<file path="config.mk">
export PLATFORM = sky130hd
export DESIGN_NAME = pe_datapath_gen_flat
export DESIGN_NICKNAME = d
export VERILOG_FILES = /design/src/rtl/pe_datapath_gen_if.sv /design/src/rtl/pe_datapath_gen.sv /design/src/flat_wrapper.sv
export SDC_FILE = /design/constraint.sdc
export NUM_CORES = 1
export LEC_CHECK = 0
export BUFFER_PORTS_ARGS = -buffer_cell sky130_fd_sc_hd__buf_2
export CORE_AREA = 8 8 132 134
export CTS_CLUSTER_SIZE = 40
export DETAILED_ROUTE_END_ITERATION = 10
export DIE_AREA = 0 0 140 142
export SLEW_MARGIN = 5
export SYNTH_ARGS = -nofsm -noshare
export SYNTH_HDL_FRONTEND = slang
export SYNTH_SLANG_ARGS = --single-unit
</file>
<file path="constraint.sdc">
create_clock -name clk -period 8.25 [get_ports clk]
set_input_delay 0.4125 -clock clk [delete_from_list [all_inputs] [get_ports clk]]
set_output_delay 0.4125 -clock clk [all_outputs]
set_load 0.1 [all_outputs]
</file>
<file path="src/rtl/pe_datapath_gen_if.sv">
// pe_datapath_gen_if: control, stream and partial-sum signals of one systolic PE cell
interface pe_datapath_gen_if #(
   parameter int D_W   = 8,
   parameter int ACC_W = 20
);
   logic             mode, load_en, swap, drain;
   logic [D_W-1:0]   in_act, in_weight, out_act, out_weight;
   logic             in_act_vld, in_weight_vld, out_act_vld, out_weight_vld;
   logic [ACC_W-1:0] in_sum, out_sum;
   logic             in_sum_vld, out_sum_vld, out_bank;
   modport master (
      output mode, load_en, swap, drain, in_act, in_act_vld, in_weight, in_weight_vld, in_sum, in_sum_vld,
      input  out_act, out_act_vld, out_weight, out_weight_vld, out_sum, out_sum_vld, out_bank
   );
   modport slave (
      input  mode, load_en, swap, drain, in_act, in_act_vld, in_weight, in_weight_vld, in_sum, in_sum_vld,
      output out_act, out_act_vld, out_weight, out_weight_vld, out_sum, out_sum_vld, out_bank
   );
endinterface

</file>
<file path="src/rtl/pe_datapath_gen.sv">
// pe_datapath_gen: dual-mode (stationary / output-stationary) systolic PE, optional fault injection via PE_FAULT_INJ_EN
module pe_datapath_gen #(
   parameter int D_W    = 8,
   parameter int ACC_W  = 20,
   parameter int SIGNED = 0,
   parameter int SAT    = 0,
   parameter int ROW    = 0,
   parameter int COL    = 0
) (
   input  logic             clk,
   input  logic             rst,
`ifdef PE_FAULT_INJ_EN
   input  logic             fi_en,
   input  logic [7:0]       fi_row,
   input  logic [7:0]       fi_col,
   input  logic [1:0]       fi_type,
   input  logic [ACC_W-1:0] fi_mask,
`endif
   pe_datapath_gen_if.slave io
);
   localparam bit SGN = SIGNED != 0;
   localparam bit SATB = SAT != 0;
   localparam logic [ACC_W-1:0] S_MAX = {1'b0, {(ACC_W-1){1'b1}}};
   localparam logic [ACC_W-1:0] S_MIN = {1'b1, {(ACC_W-1){1'b0}}};

   typedef enum logic {ACC, SHIFT} state_t;
   state_t           state_q, state_d;
   logic             mode_q, bank_sel_q, bank_sel_d;
   logic [D_W-1:0]   bank_q [2];
   logic [D_W-1:0]   bank_d [2];
   logic [ACC_W-1:0] acc_q, acc_d, sum_q, sum_d, sum_fi;
   logic             sum_vld_q, sum_vld_d;
   logic [D_W-1:0]   act_q, wt_q, op_b;
   logic             act_vld_q, wt_vld_q;
   logic [2*D_W-1:0] prod;
   logic [ACC_W-1:0] prod_x, add_a, add_r;
   logic [ACC_W:0]   sum_w;
   logic             mac, mode_chg, ovf;

   // multiply then one shared ACC_W+1 adder: in_sum in stationary mode, acc in OS mode
   always_comb begin
      op_b   = io.mode ? io.in_weight : bank_q[bank_sel_q];
      prod   = {{D_W{SGN & io.in_act[D_W-1]}}, io.in_act} * {{D_W{SGN & op_b[D_W-1]}}, op_b};
      prod_x = {ACC_W{SGN & prod[2*D_W-1]}};
      prod_x[2*D_W-1:0] = prod;
      add_a  = io.mode ? acc_q : io.in_sum;
      sum_w  = {SGN & add_a[ACC_W-1], add_a} + {SGN & prod_x[ACC_W-1], prod_x};
      ovf    = SGN ? sum_w[ACC_W] ^ sum_w[ACC_W-1] : sum_w[ACC_W];
      add_r  = !(SATB && ovf) ? sum_w[ACC_W-1:0] : !SGN ? '1 : sum_w[ACC_W] ? S_MIN : S_MAX;
   end

   // shadow-bank write and bank swap; a same-cycle write lands in the bank about to go active
   always_comb begin
      bank_d = bank_q;
      if (io.load_en && io.in_weight_vld) bank_d[~bank_sel_q] = io.in_weight;
      bank_sel_d = bank_sel_q ^ (io.swap & ~io.mode);
   end

   // sum path and OS accumulate/drain state machine; a mode change flushes the cycle
   always_comb begin
      mac       = io.in_act_vld & io.in_weight_vld;
      mode_chg  = io.mode != mode_q;
      state_d   = state_q;
      acc_d     = acc_q;
      sum_d     = io.in_sum;
      sum_vld_d = io.in_sum_vld;
      if (mode_chg) begin
         state_d   = ACC;
         acc_d     = '0;
         sum_d     = '0;
         sum_vld_d = 1'b0;
      end else if (!io.mode) begin
         sum_d = io.in_act_vld ? add_r : io.in_sum;
      end else if (io.drain) begin
         state_d   = SHIFT;
         acc_d     = mac ? prod_x : '0;
         sum_d     = acc_q;
         sum_vld_d = 1'b1;
      end else begin
         acc_d   = mac ? add_r : acc_q;
         state_d = io.in_sum_vld ? state_q : ACC;
      end
   end

`ifdef PE_FAULT_INJ_EN
   // corrupt the registered sum value only when this cell is addressed
   always_comb begin
      sum_fi = sum_d;
      if (fi_en && fi_row == 8'(ROW) && fi_col == 8'(COL))
         sum_fi = fi_type == 2'd0 ? sum_d & ~fi_mask : fi_type == 2'd1 ? sum_d | fi_mask :
                  fi_type == 2'd2 ? sum_d ^ fi_mask : sum_d;
   end
`else
   logic [15:0] unused_id;
   assign unused_id = {8'(ROW), 8'(COL)};
   assign sum_fi = sum_d;
`endif

   // state registers and 1-cycle pass-through of both operand streams
   always_ff @(posedge clk) begin
      if (rst) begin
         state_q    <= ACC;
         mode_q     <= 1'b0;
         bank_sel_q <= 1'b0;
         bank_q[0]  <= '0;
         bank_q[1]  <= '0;
         acc_q      <= '0;
         sum_q      <= '0;
         sum_vld_q  <= 1'b0;
         act_q      <= '0;
         act_vld_q  <= 1'b0;
         wt_q       <= '0;
         wt_vld_q   <= 1'b0;
      end else begin
         state_q    <= state_d;
         mode_q     <= io.mode;
         bank_sel_q <= bank_sel_d;
         bank_q     <= bank_d;
         acc_q      <= acc_d;
         sum_q      <= sum_fi;
         sum_vld_q  <= sum_vld_d;
         act_q      <= io.in_act;
         act_vld_q  <= io.in_act_vld;
         wt_q       <= io.in_weight;
         wt_vld_q   <= io.in_weight_vld;
      end
   end

   assign io.out_act        = act_q;
   assign io.out_act_vld    = act_vld_q;
   assign io.out_weight     = wt_q;
   assign io.out_weight_vld = wt_vld_q;
   assign io.out_sum        = sum_q;
   assign io.out_sum_vld    = sum_vld_q;
   assign io.out_bank       = bank_sel_q;
endmodule

</file>
<file path="src/flat_wrapper.sv">
// flat-port wrapper written by rule: the top's interface ports become plain ports
module pe_datapath_gen_flat 
#(
   parameter int D_W    = 8,
   parameter int ACC_W  = 20,
   parameter int SIGNED = 0,
   parameter int SAT    = 0,
   parameter int ROW    = 0,
   parameter int COL    = 0
)
  (clk, rst, io_mode, io_load_en, io_swap, io_drain, io_in_act, io_in_act_vld, io_in_weight, io_in_weight_vld, io_in_sum, io_in_sum_vld, io_out_act, io_out_act_vld, io_out_weight, io_out_weight_vld, io_out_sum, io_out_sum_vld, io_out_bank);
  pe_datapath_gen_if #(.D_W(D_W), .ACC_W(ACC_W)) io_i ();
  input  logic clk;
  input  logic rst;
  input wire logic [$bits(io_i.mode)-1:0] io_mode;
  input wire logic [$bits(io_i.load_en)-1:0] io_load_en;
  input wire logic [$bits(io_i.swap)-1:0] io_swap;
  input wire logic [$bits(io_i.drain)-1:0] io_drain;
  input wire logic [$bits(io_i.in_act)-1:0] io_in_act;
  input wire logic [$bits(io_i.in_act_vld)-1:0] io_in_act_vld;
  input wire logic [$bits(io_i.in_weight)-1:0] io_in_weight;
  input wire logic [$bits(io_i.in_weight_vld)-1:0] io_in_weight_vld;
  input wire logic [$bits(io_i.in_sum)-1:0] io_in_sum;
  input wire logic [$bits(io_i.in_sum_vld)-1:0] io_in_sum_vld;
  output wire logic [$bits(io_i.out_act)-1:0] io_out_act;
  output wire logic [$bits(io_i.out_act_vld)-1:0] io_out_act_vld;
  output wire logic [$bits(io_i.out_weight)-1:0] io_out_weight;
  output wire logic [$bits(io_i.out_weight_vld)-1:0] io_out_weight_vld;
  output wire logic [$bits(io_i.out_sum)-1:0] io_out_sum;
  output wire logic [$bits(io_i.out_sum_vld)-1:0] io_out_sum_vld;
  output wire logic [$bits(io_i.out_bank)-1:0] io_out_bank;
  assign io_i.mode = io_mode;
  assign io_i.load_en = io_load_en;
  assign io_i.swap = io_swap;
  assign io_i.drain = io_drain;
  assign io_i.in_act = io_in_act;
  assign io_i.in_act_vld = io_in_act_vld;
  assign io_i.in_weight = io_in_weight;
  assign io_i.in_weight_vld = io_in_weight_vld;
  assign io_i.in_sum = io_in_sum;
  assign io_i.in_sum_vld = io_in_sum_vld;
  assign io_out_act = io_i.out_act;
  assign io_out_act_vld = io_i.out_act_vld;
  assign io_out_weight = io_i.out_weight;
  assign io_out_weight_vld = io_i.out_weight_vld;
  assign io_out_sum = io_i.out_sum;
  assign io_out_sum_vld = io_i.out_sum_vld;
  assign io_out_bank = io_i.out_bank;
  pe_datapath_gen #(.D_W(D_W), .ACC_W(ACC_W), .SIGNED(SIGNED), .SAT(SAT), .ROW(ROW), .COL(COL)) u_core (.clk(clk), .rst(rst), .io(io_i));
endmodule
</file>
Yosys cells after proc, flatten, opt, wreduce, memory -nomap -nowiden:

Cells that the tools add are included.

* bits in registers: 77
* input port bits: 45
* output and inout bits: 40
* word-level logic and storage cells: 45

* add/sub/neg operators: 1
* multiply operators: 1
* order comparisons: 3
* eq/ne operators: 1
* multiplexer cells: 16
* bitwise operators: 7
* reduce and logical (&&, ||, !) cells: 5

Operator list (number)
* 2-to-1 mux 20 bit: 6
* 2-to-1 mux 8 bit: 5
* adder 20 x 16 -> 20 bit: 1
* bitwise mux 16 bit: 1
* multiplier 8 x 8 -> 16 bit: 1
* 2-to-1 mux 16 bit: 1
* demux 8 bit (select 1 bit): 1
* >= comparator 2 bit (second input constant): 2
* inverter 1 -> 2 bit: 2
* AND 1 bit: 2
* logical AND 1 bit: 2
* less-than comparator 2 x 1 -> 1 bit (second input constant): 1
* 2-to-1 mux 1 bit: 2
* inverter 1 bit: 2
* AND reduction 2 bit: 1
* nonzero test 2 bit: 1
* OR reduction 2 bit: 1
* inequality test 1 bit: 1
* bitwise XOR 1 bit: 1

Longest topological paths before layout:

Gate-level depths: netlist of the first run.

* depth after elaboration: 9
* gate-level depth with buffers: 28
* gate-level depth less buffers: 27

Worst setup path after synthesis of the first run:

OpenSTA, ideal clock, no wires.

* path type: flip-flop to flip-flop
* start point: register u_core.bank_sel_q, in the netlist u_core.io.out_bank
* end point: register u_core.sum_q[18], in the netlist u_core.io.out_sum[18]
* library setup time: 0.120 ns
* arrival: 7.325 ns
* required time: 8.130 ns
* path slack: 0.805 ns
* cell stages (with the launch flop): 27
* clock period less this slack: 7.445 ns
* cell sequence: dfxtp_1 > buf_1 > mux2i_1 > nor2_1 > a21oi_1 > nand2b_1 > fa_1 > fa_1 > inv_1 > fa_1 > inv_1 > fa_1 > inv_1 > ha_1 > a2111oi_4 > o31a_1 > nor2_1 > xor2_1 > ha_1 > o21a_1 > o21a_1 > o22ai_1 > o311a_1 > or3b_4 > mux2i_1 > nor3_1 > o31a_1

* word-level cells in the longest chain between the ends: 9

Ends and longest elaborated chain
* start, declared: RTL line pe_datapath_gen.sv:28 `logic mode_q, bank_sel_q, bank_sel_d;`
* start signal, assigned: RTL line pe_datapath_gen.sv:117 `bank_sel_q <= bank_sel_d;`
* inverter 1 -> 2 bit (implied by the code): RTL line pe_datapath_gen.sv:42 `op_b = io.mode ? io.in_weight : bank_q[bank_sel_q];`
* 2-to-1 mux 8 bit (implied by the code) (3 in a row): RTL line pe_datapath_gen.sv:42
* 2-to-1 mux 8 bit: RTL line pe_datapath_gen.sv:42
* multiplier 8 x 8 -> 16 bit: RTL line pe_datapath_gen.sv:43 `prod = {{D_W{SGN & io.in_act[D_W-1]}}, io.in_act} * {{D_W{SGN & op_b[D_W-1]}}, op_b};`
* adder 20 x 16 -> 20 bit: RTL line pe_datapath_gen.sv:47 `sum_w = {SGN & add_a[ACC_W-1], add_a} + {SGN & prod_x[ACC_W-1], prod_x};`
* 2-to-1 mux 20 bit: RTL line pe_datapath_gen.sv:73 `sum_d = io.in_act_vld ? add_r : io.in_sum;`
* 2-to-1 mux 20 bit: RTL line pe_datapath_gen.sv:72 `end else if (!io.mode) begin`
* end signal, assigned: RTL line pe_datapath_gen.sv:120 `sum_q <= sum_fi;`
* end, declared: RTL line pe_datapath_gen.sv:31 `logic [ACC_W-1:0] acc_q, acc_d, sum_q, sum_d, sum_fi;`

Every way passes these cells. The select of a mux whose other input is x is not followed.
A chain may end at the register's enable or synchronous reset.

Worst setup path after layout of the first run:

Ends and elaborated chain as after synthesis.

==> results of run 1 <==
cell type report:
cell class	instances	area share
clock buffers	10	0.0299
inverters	59	0.0289
clock inverters	5	0.0131
well taps	192	0.0314
flip-flops and latches	77	0.201
repair buffers	88	0.0588
multi-input cells	623	0.636
through the flow:
step | setup WS [ns] | hold WS [ns] | power (W) | cell area, µm² | utilization
2_1_floorplan | 0.805 | 0.444 | 0.000992 | 6770 | -
5_1_grt | 0.268 | 0.273 | 0.00169 | 7650 | 0.496
3_5_place_dp | 0.790 | 0.464 | 0.00114 | 7330 | 0.475
4_1_cts | 0.739 | 0.264 | 0.00160 | 7650 | 0.496
6_report | 0.756 | 0.269 | 0.00158 | 7650 | 0.496
3_3_place_gp | 0.820 | 0.466 | 0.00114 | 7330 | 0.475
worst reg2reg max path, stage by stage (launching register included):
cell     delay (ns)
dfxtp_1        0.72
mux2i_1        0.26
nor2_1         0.05
a21oi_1        0.54
nor2b_1        0.15
fa_1           0.58
fa_1           0.45
fa_1           0.54
inv_1          0.05
fa_1           0.52
inv_1          0.04
ha_1           0.25
or2_2          0.30
or3_1          0.33
o21ai_0        0.34
xnor2_1        0.18
ha_1           0.27
or4_1          0.53
nor3_1         0.25
o311a_1        0.26
or3b_4         0.18
mux2i_1        0.23
nor3_1         0.07
o31a_1         0.28
sequential cells by signal, summed over array words and instances, names as in the netlist:
register and count:
u_core.io.out_act_vld 1, u_core.io.out_sum_vld 1, u_core.io.out_weight_vld 1, u_core.io.out_bank 1
u_core.bank_q 16, u_core.io.out_act 8, u_core.io.out_weight 8, u_core.mode_q 1
u_core.io.out_sum 20, u_core.acc_q 20
metal layers:
metal | part of all wire | track usage | wire [µm] | vias to the layer above
li1 | - | - | - | 2871
met1 | 0.50 | 0.251 | 8570 | 2733
met2 | 0.45 | 0.286 | 7720 | 106
met3 | 0.035 | 0.0228 | 598 | 15
met4 | 0.012 | 0.0531 | 208 | 0
met5 | 0 | 0 | 0 | -
kinds of logic after synthesis:
| kind of cell | Yosys count | synth area share |
|---|---|---|
| AOI/OAI and AO/OA | 176 | 0.177 |
| buffers and inverters | 93 | 0.0532 |
| and+or+nand+nor | 264 | 0.201 |
| xor gates and xnor gates | 28 | 0.0362 |
| muxes | 67 | 0.102 |
| DFF | 77 | 0.228 |
| adders and majority gates | 88 | 0.204 |
cell usage after synthesis (all sizes together) (11+ instances only):
cell type / count / area [µm²]
nor2b: 90 / 563
ha: 51 / 638
a211oi: 24 / 185
mux2: 15 / 169
a21oi: 55 / 279
fa: 37 / 741
nand2b: 14 / 87.6
inv: 58 / 218
a21o: 12 / 90.1
mux2i: 52 / 521
buf: 14 / 63.8
nand2: 51 / 191
o21ai: 28 / 140
dfxtp: 77 / 1540
nor2: 65 / 244
xnor2: 18 / 158
nor3: 11 / 55.1
clkbuf: 20 / 75.1
report_power, final:
| part | switching, W | internal [W] | leakage (nW) |
|---|---|---|---|
| clock | 0.000159 | 0.000293 | 0.162 |
| sequential | 0.00000842 | 0.000390 | 0.630 |
| combinational | 0.000464 | 0.000269 | 2.84 |
worst paths after layout:
| path | from | to | cells after the start |
|---|---|---|---|
| worst max register to register | u_core.io.out_bank | u_core.io.out_sum[18] | 23 |
| worst min-delay path | io_in_sum_vld | u_core.io.out_sum_vld | 3 |
| worst max-delay path | u_core.io.out_bank | u_core.io.out_sum[18] | 23 |
| worst min register to register | u_core.acc_q[8] | u_core.acc_q[8] | 2 |
==> impl_results.md, run 1 <==
* Most frequent CP cell: fa_1
* Vias at 5725
* FF+latch count, synth at 77
* Sequential fraction of the synthesis area at 0.228
* WL final at 17100 µm
* Mapped Cells at approximately 790
* Critical path type: register to register
* H-tree depth at 3
* Syn nets at 926
* Most used flip-flop cell after synthesis: dfxtp_1
* Layout cells sized above 1 at 0.147
* Total negative slack at 0 ns
* Worst reg2reg setup slack at 0.76 ns
* Synth unique cells at 64
* Worst path bufs/invs at 2
* Hpwl dp at 13000 µm
* Leakage dissipation at about 3.6 nW
* Asr flop ratio synth at 0
* Clock sink count at 77
* Clk buf depth at 2
* Finished Layout Cells at roughly 1100
* Largest net degree at the start of global routing at 78
* Core ar. at 0.0154 mm²
* Power Dens Cells at 207 mW/mm²
* CP cell instances: mux2i_1 > nor2_1 > a21oi_1 > nor2b_1 > fa_1 > fa_1 > fa_1 > inv_1 > fa_1 > inv_1 > ha_1 > or2_2 > or3_1 > o21ai_0 > xnor2_1 > ha_1 > or4_1 > nor3_1 > o311a_1 > or3b_4 > mux2i_1 > nor3_1 > o31a_1
* Pins over their slew limit at 0
* Number of synthesized flops with an enable pin at 0
* Final Cycle Share at 0.908
* Global-route usage over all layers at 0.180
* Status: finished, final reports clean
* Worst path required time at roughly 8.5 ns
* Max Freq at 133 MHz
* Startpoint Class: register
* Cell count after placement at ~1000
* Initial Utilization at 0.439
* Total grt overflow at 0
* Post-layout min period at 7.49 ns
* Worst vdd ir at 115 µV
* FILL cells at 1534
* Buffers on Ports at 84
* YS warnings at 0
* Setup violators final at 0
* Synth Cell Area at 0.00677 mm²
* Initial antenna violation count at 0
* Max Cap Viol at 0
* RSZ-0062 raised after global routing: false
* DRC at 0
* Worst min path class: input pin to register
* # Post-CTS Setup Buffers at 0
* Most frequent cells in the layout: nor2b_1 (90), buf_2 (84), dfxtp_1 (77), nor2_1 (65), inv_1 (58)
* Final ANT Viol Nets at 0
* Worst-skew pair later-pin latency at 0.35 ns
* Commonest non-fill, non-tap cell in the layout: nor2b_1
* Final hold viol count at 0
* Routed wire per std cell at 16.2 µm
* Multi-input gate area at 0.00487 mm²
* Clock Skew at 0.00941 ns
* Crit Path Max Fanout at 12
* Critical Path End Type: register
* Row cnt at 46
* Max_slew headroom at 0.262
* Die Y at approximately 140 µm
* CTS tree: built
* Iter 0 DRT Violations at ~340
* Worst EP arrival at 7.72 ns
* Cts hold-fix bufs at 0
* Sequential cell area at 0.00154 mm²
* Worst-path clk slew at 0.06 ns
* Ant. Diodes at 0
* Vias in the first global route at ~5700
* Largest stage delay, worst path at 0.72 ns
* Initial DRT Pass Iterations at 5
* First-pass GRT wire length at 29300 µm
* GPL Wtd Cong at 0.864
* Die area at 0.0199 mm²
* Num CTS Buffers at 9
* Avg Inst Size Synth at 8.54 µm²
* NumNets Final at between 900 and 1000
* Die X at 140 µm
* Crit path max-delay cell type: dfxtp_1
* Routed vias/inst at ~5.4
* Critical path's top delay family: adder cells
* PostCTS Resize Cnt at 0
* Area growth, synth to finish at 13.0%
* Worst-margin pin slew at 1.11 ns
* # IOs at 85
* Root Buffer: clkbuf_16
Note: power is estimated with default switching activity, not from simulation.
==> inputs of run 2 (changes only) <==
--- a/config.mk
+++ b/config.mk
@@ -7,6 +7,7 @@
 export LEC_CHECK = 0
 export BUFFER_PORTS_ARGS = -buffer_cell sky130_fd_sc_hd__buf_2
 export CORE_AREA = 8 8 132 134
+export CTS_BUF_LIST = sky130_fd_sc_hd__clkbuf_4 sky130_fd_sc_hd__clkbuf_8
 export CTS_CLUSTER_SIZE = 40
 export DETAILED_ROUTE_END_ITERATION = 10
 export DIE_AREA = 0 0 140 142
==> run 2 against run 1 <==
Compared with the run above:
- core utilization down 0.63 points
- critical path depth unchanged
- clock power down 23%
- power decreased by 6.7%
- count of clock-buffer cells in the layout unchanged
- register-to-register slack worse by 0.03 ns
- cell count unchanged
- routed wire length decreased by 0.43%
- sequential power about the same
- setup slack worse by 0.028 ns
- combinational power is essentially flat
- via count increased by 0.49%
==> impl_results.md, run 2 (synthesis gave the netlist of run 1 again) <==
* Max_slew headroom at 0.266 (+0.00473)
* Total grt overflow at 0 (unchanged)
* Area growth, synth to finish at 11.6%
* Post-layout min period at 7.52 ns (+0.0275 ns)
* Iter 0 DRT Violations at 381 (+12%)
* Critical path's top delay family: adder cells
* First-pass GRT wire length at 29400 µm (+0.47%)
* Row cnt at 46 (unchanged)
* Sequential cell area at 0.00154 mm² (unchanged)
* Critical path type: register to register
* PnR worst setup slack at 0.728 ns (-0.0275 ns)
* Hold EP: u_core.io.out_sum_vld
* Die Y at 142 µm (unchanged)
* Vias at 5753 (+0.49%)
* Reg2reg path depth at 23 (unchanged)
* Final hold viol count at 0 (unchanged)
* Total negative slack at 0 ns (unchanged)
* WL final at 17000 µm (-0.43%)
* Die X at 140 µm (unchanged)
* Die area at 0.0199 mm² (unchanged)
* Pins over their slew limit at 0 (unchanged)
* Status: finished, final reports clean
* Routed wire per std cell at 16.2 µm (-0.43%)
* Leakage dissipation at 3.59 nW (-1.2%)
* Reg2reg end: u_core.io.out_sum[18]
* Hold wc startpoint: io_in_sum_vld
* Vias in the first global route at 5687 (+0.65%)
* Final Cycle Share at 0.912 (+0.00334)
* Buffers on Ports at 84 (unchanged)
* Startpoint Class: register
* Cts hold-fix bufs at 0 (unchanged)
* Num CTS Buffers at 9 (unchanged)
* Worst path required time at 8.51 ns (+0.03 ns)
* Largest net degree at the start of global routing at 78 (unchanged)
* Power Dens Cells at 196 mW/mm² (-5.4%)
* Global-route usage over all layers at 0.181 (+0.000431)
* Initial Utilization at 0.439 (unchanged)
* NumNets Final at 991 (unchanged)
* Worst-margin pin slew at 1.10 ns (-0.00708 ns)
* Crit Path Max Fanout at 12 (unchanged)
* Worst path bufs/invs at 2 (unchanged)
* Routed vias/inst at 5.46 (+0.49%)
* Crit path max-delay cell type: dfxtp_1
* Met3 WL at 661 µm (+11%)
* Initial antenna violation count at 0 (unchanged)
* CTS tree: built
* Worst-skew pair later-pin latency at 0.38 ns (+0.03 ns)
* Worst-path clk slew at 0.08 ns (+0.02 ns)
* Clock Skew at 0.0127 ns (+0.00331 ns)
* Hold depth at 3 (unchanged)
* Most frequent CP cell: fa_1
* Metal2 WL at 7730 µm (+0.13%)
* Setup violators final at 0 (unchanged)
* # Post-CTS Setup Buffers at 0 (unchanged)
* Design area at 0.00756 mm² (-1.3%)
* PostCTS Resize Cnt at 0 (unchanged)
* Clock sink count at 77 (unchanged)
* Initial DRT Pass Iterations at 5 (unchanged)
* Max Cap Viol at 0 (unchanged)
* GPL Wtd Cong at 0.864 (unchanged)
* Ant. Diodes at 0 (unchanged)
* Commonest non-fill, non-tap cell in the layout: nor2b_1
* Worst vdd ir at 99.1 µV (-14%)
* Max Freq at 133 MHz (-0.37%)
* Uppermost layer routed: met4
* Hpwl dp at 13000 µm (unchanged)
* Reg2reg start: u_core.io.out_bank
* Worst slack at placement at 0.790 ns (unchanged)
* RSZ-0062 raised after global routing: false
* Final ANT Viol Nets at 0 (unchanged)
* H-tree depth at 3 (unchanged)
* Core ar. at 0.0154 mm² (unchanged)
* DRC at 0 (unchanged)
* Worst EP arrival at 7.78 ns (+0.06 ns)
* CP cell instances: mux2i_1 > nor2_1 > a21oi_1 > nor2b_1 > fa_1 > fa_1 > fa_1 > inv_1 > fa_1 > inv_1 > ha_1 > or2_2 > or3_1 > o21ai_0 > xnor2_1 > ha_1 > or4_1 > nor3_1 > o311a_1 > or3b_4 > mux2i_1 > nor3_1 > o31a_1
* Critical Path End Type: register
* Most frequent cells in the layout: nor2b_1 (90), buf_2 (84), dfxtp_1 (77), nor2_1 (65), inv_1 (58)
* FILL cells at 1543 (+0.59%)
* Post-Route M1 WL at 8440 µm (-1.5%)
* Total power draw at 0.00148 W (-6.7%)
* Multi-input gate area at 0.00487 mm² (unchanged)
* Cell area after placement at 0.00733 mm² (unchanged)
* Largest stage delay, worst path at 0.73 ns (about the same)
* Clk buf depth at 2 (unchanged)
* Worst reg2reg setup slack at 0.73 ns (-0.03 ns)
* # IOs at 85 (unchanged)
* Worst min path class: input pin to register
* Layout cells sized above 1 at 0.148 (+0.00116)
* Crit. Startpoint: u_core.io.out_bank
* Root Buffer: clkbuf_8
run 2: worst min-delay path, cell delays in order:
cell,delay [ns]
buf_2,0.08
a21oi_1,0.03
nor2_1,0.06
run 2: power breakdown:
group | total, W | switching, W | leakage (nW) | internal (W)
registers | 0.000398 | 0.00000847 | 0.630 | 0.000390
logic | 0.000732 | 0.000464 | 2.84 | 0.000269
clock network | 0.000348 | 0.000146 | 0.120 | 0.000202
total | 0.00148 | 0.000618 | 3.59 | 0.000861
run 2: metal layers:
layer	GRT usage	vias to the layer above
li1	-	2869
met1	0.251	2752
met2	0.287	118
met3	0.0299	14
met4	0.0446	0
met5	0	-
run 2: worst max path at each step:
stage                            end  cells past startpoint
3_5_place_dp   u_core.io.out_sum[18]                     23
4_1_cts        u_core.io.out_sum[18]                     23
6_report       u_core.io.out_sum[18]                     23
3_3_place_gp   u_core.io.out_sum[18]                     23
2_1_floorplan  u_core.io.out_sum[18]                     26
5_1_grt        u_core.io.out_sum[18]                     23
run 2: cell type report:
| type | instances | share of cell area |
|---|---|---|
| clock inverter | 5 | 0.0132 |
| inverter | 59 | 0.0293 |
| sequential | 77 | 0.204 |
| tap | 192 | 0.0318 |
| clock buffer | 10 | 0.0174 |
| multi-input combinational | 623 | 0.645 |
| timing repair buffer | 88 | 0.0596 |
run 2: through the flow:
step                      utilization  hold slack (ns)  std cells
final                           0.490            0.239       1054
after CTS                       0.490            0.229       1054
after floorplan                     -            0.444        793
after global placement          0.475            0.466       1039
after global routing            0.490            0.226       1054
after detailed placement        0.475            0.464       1039
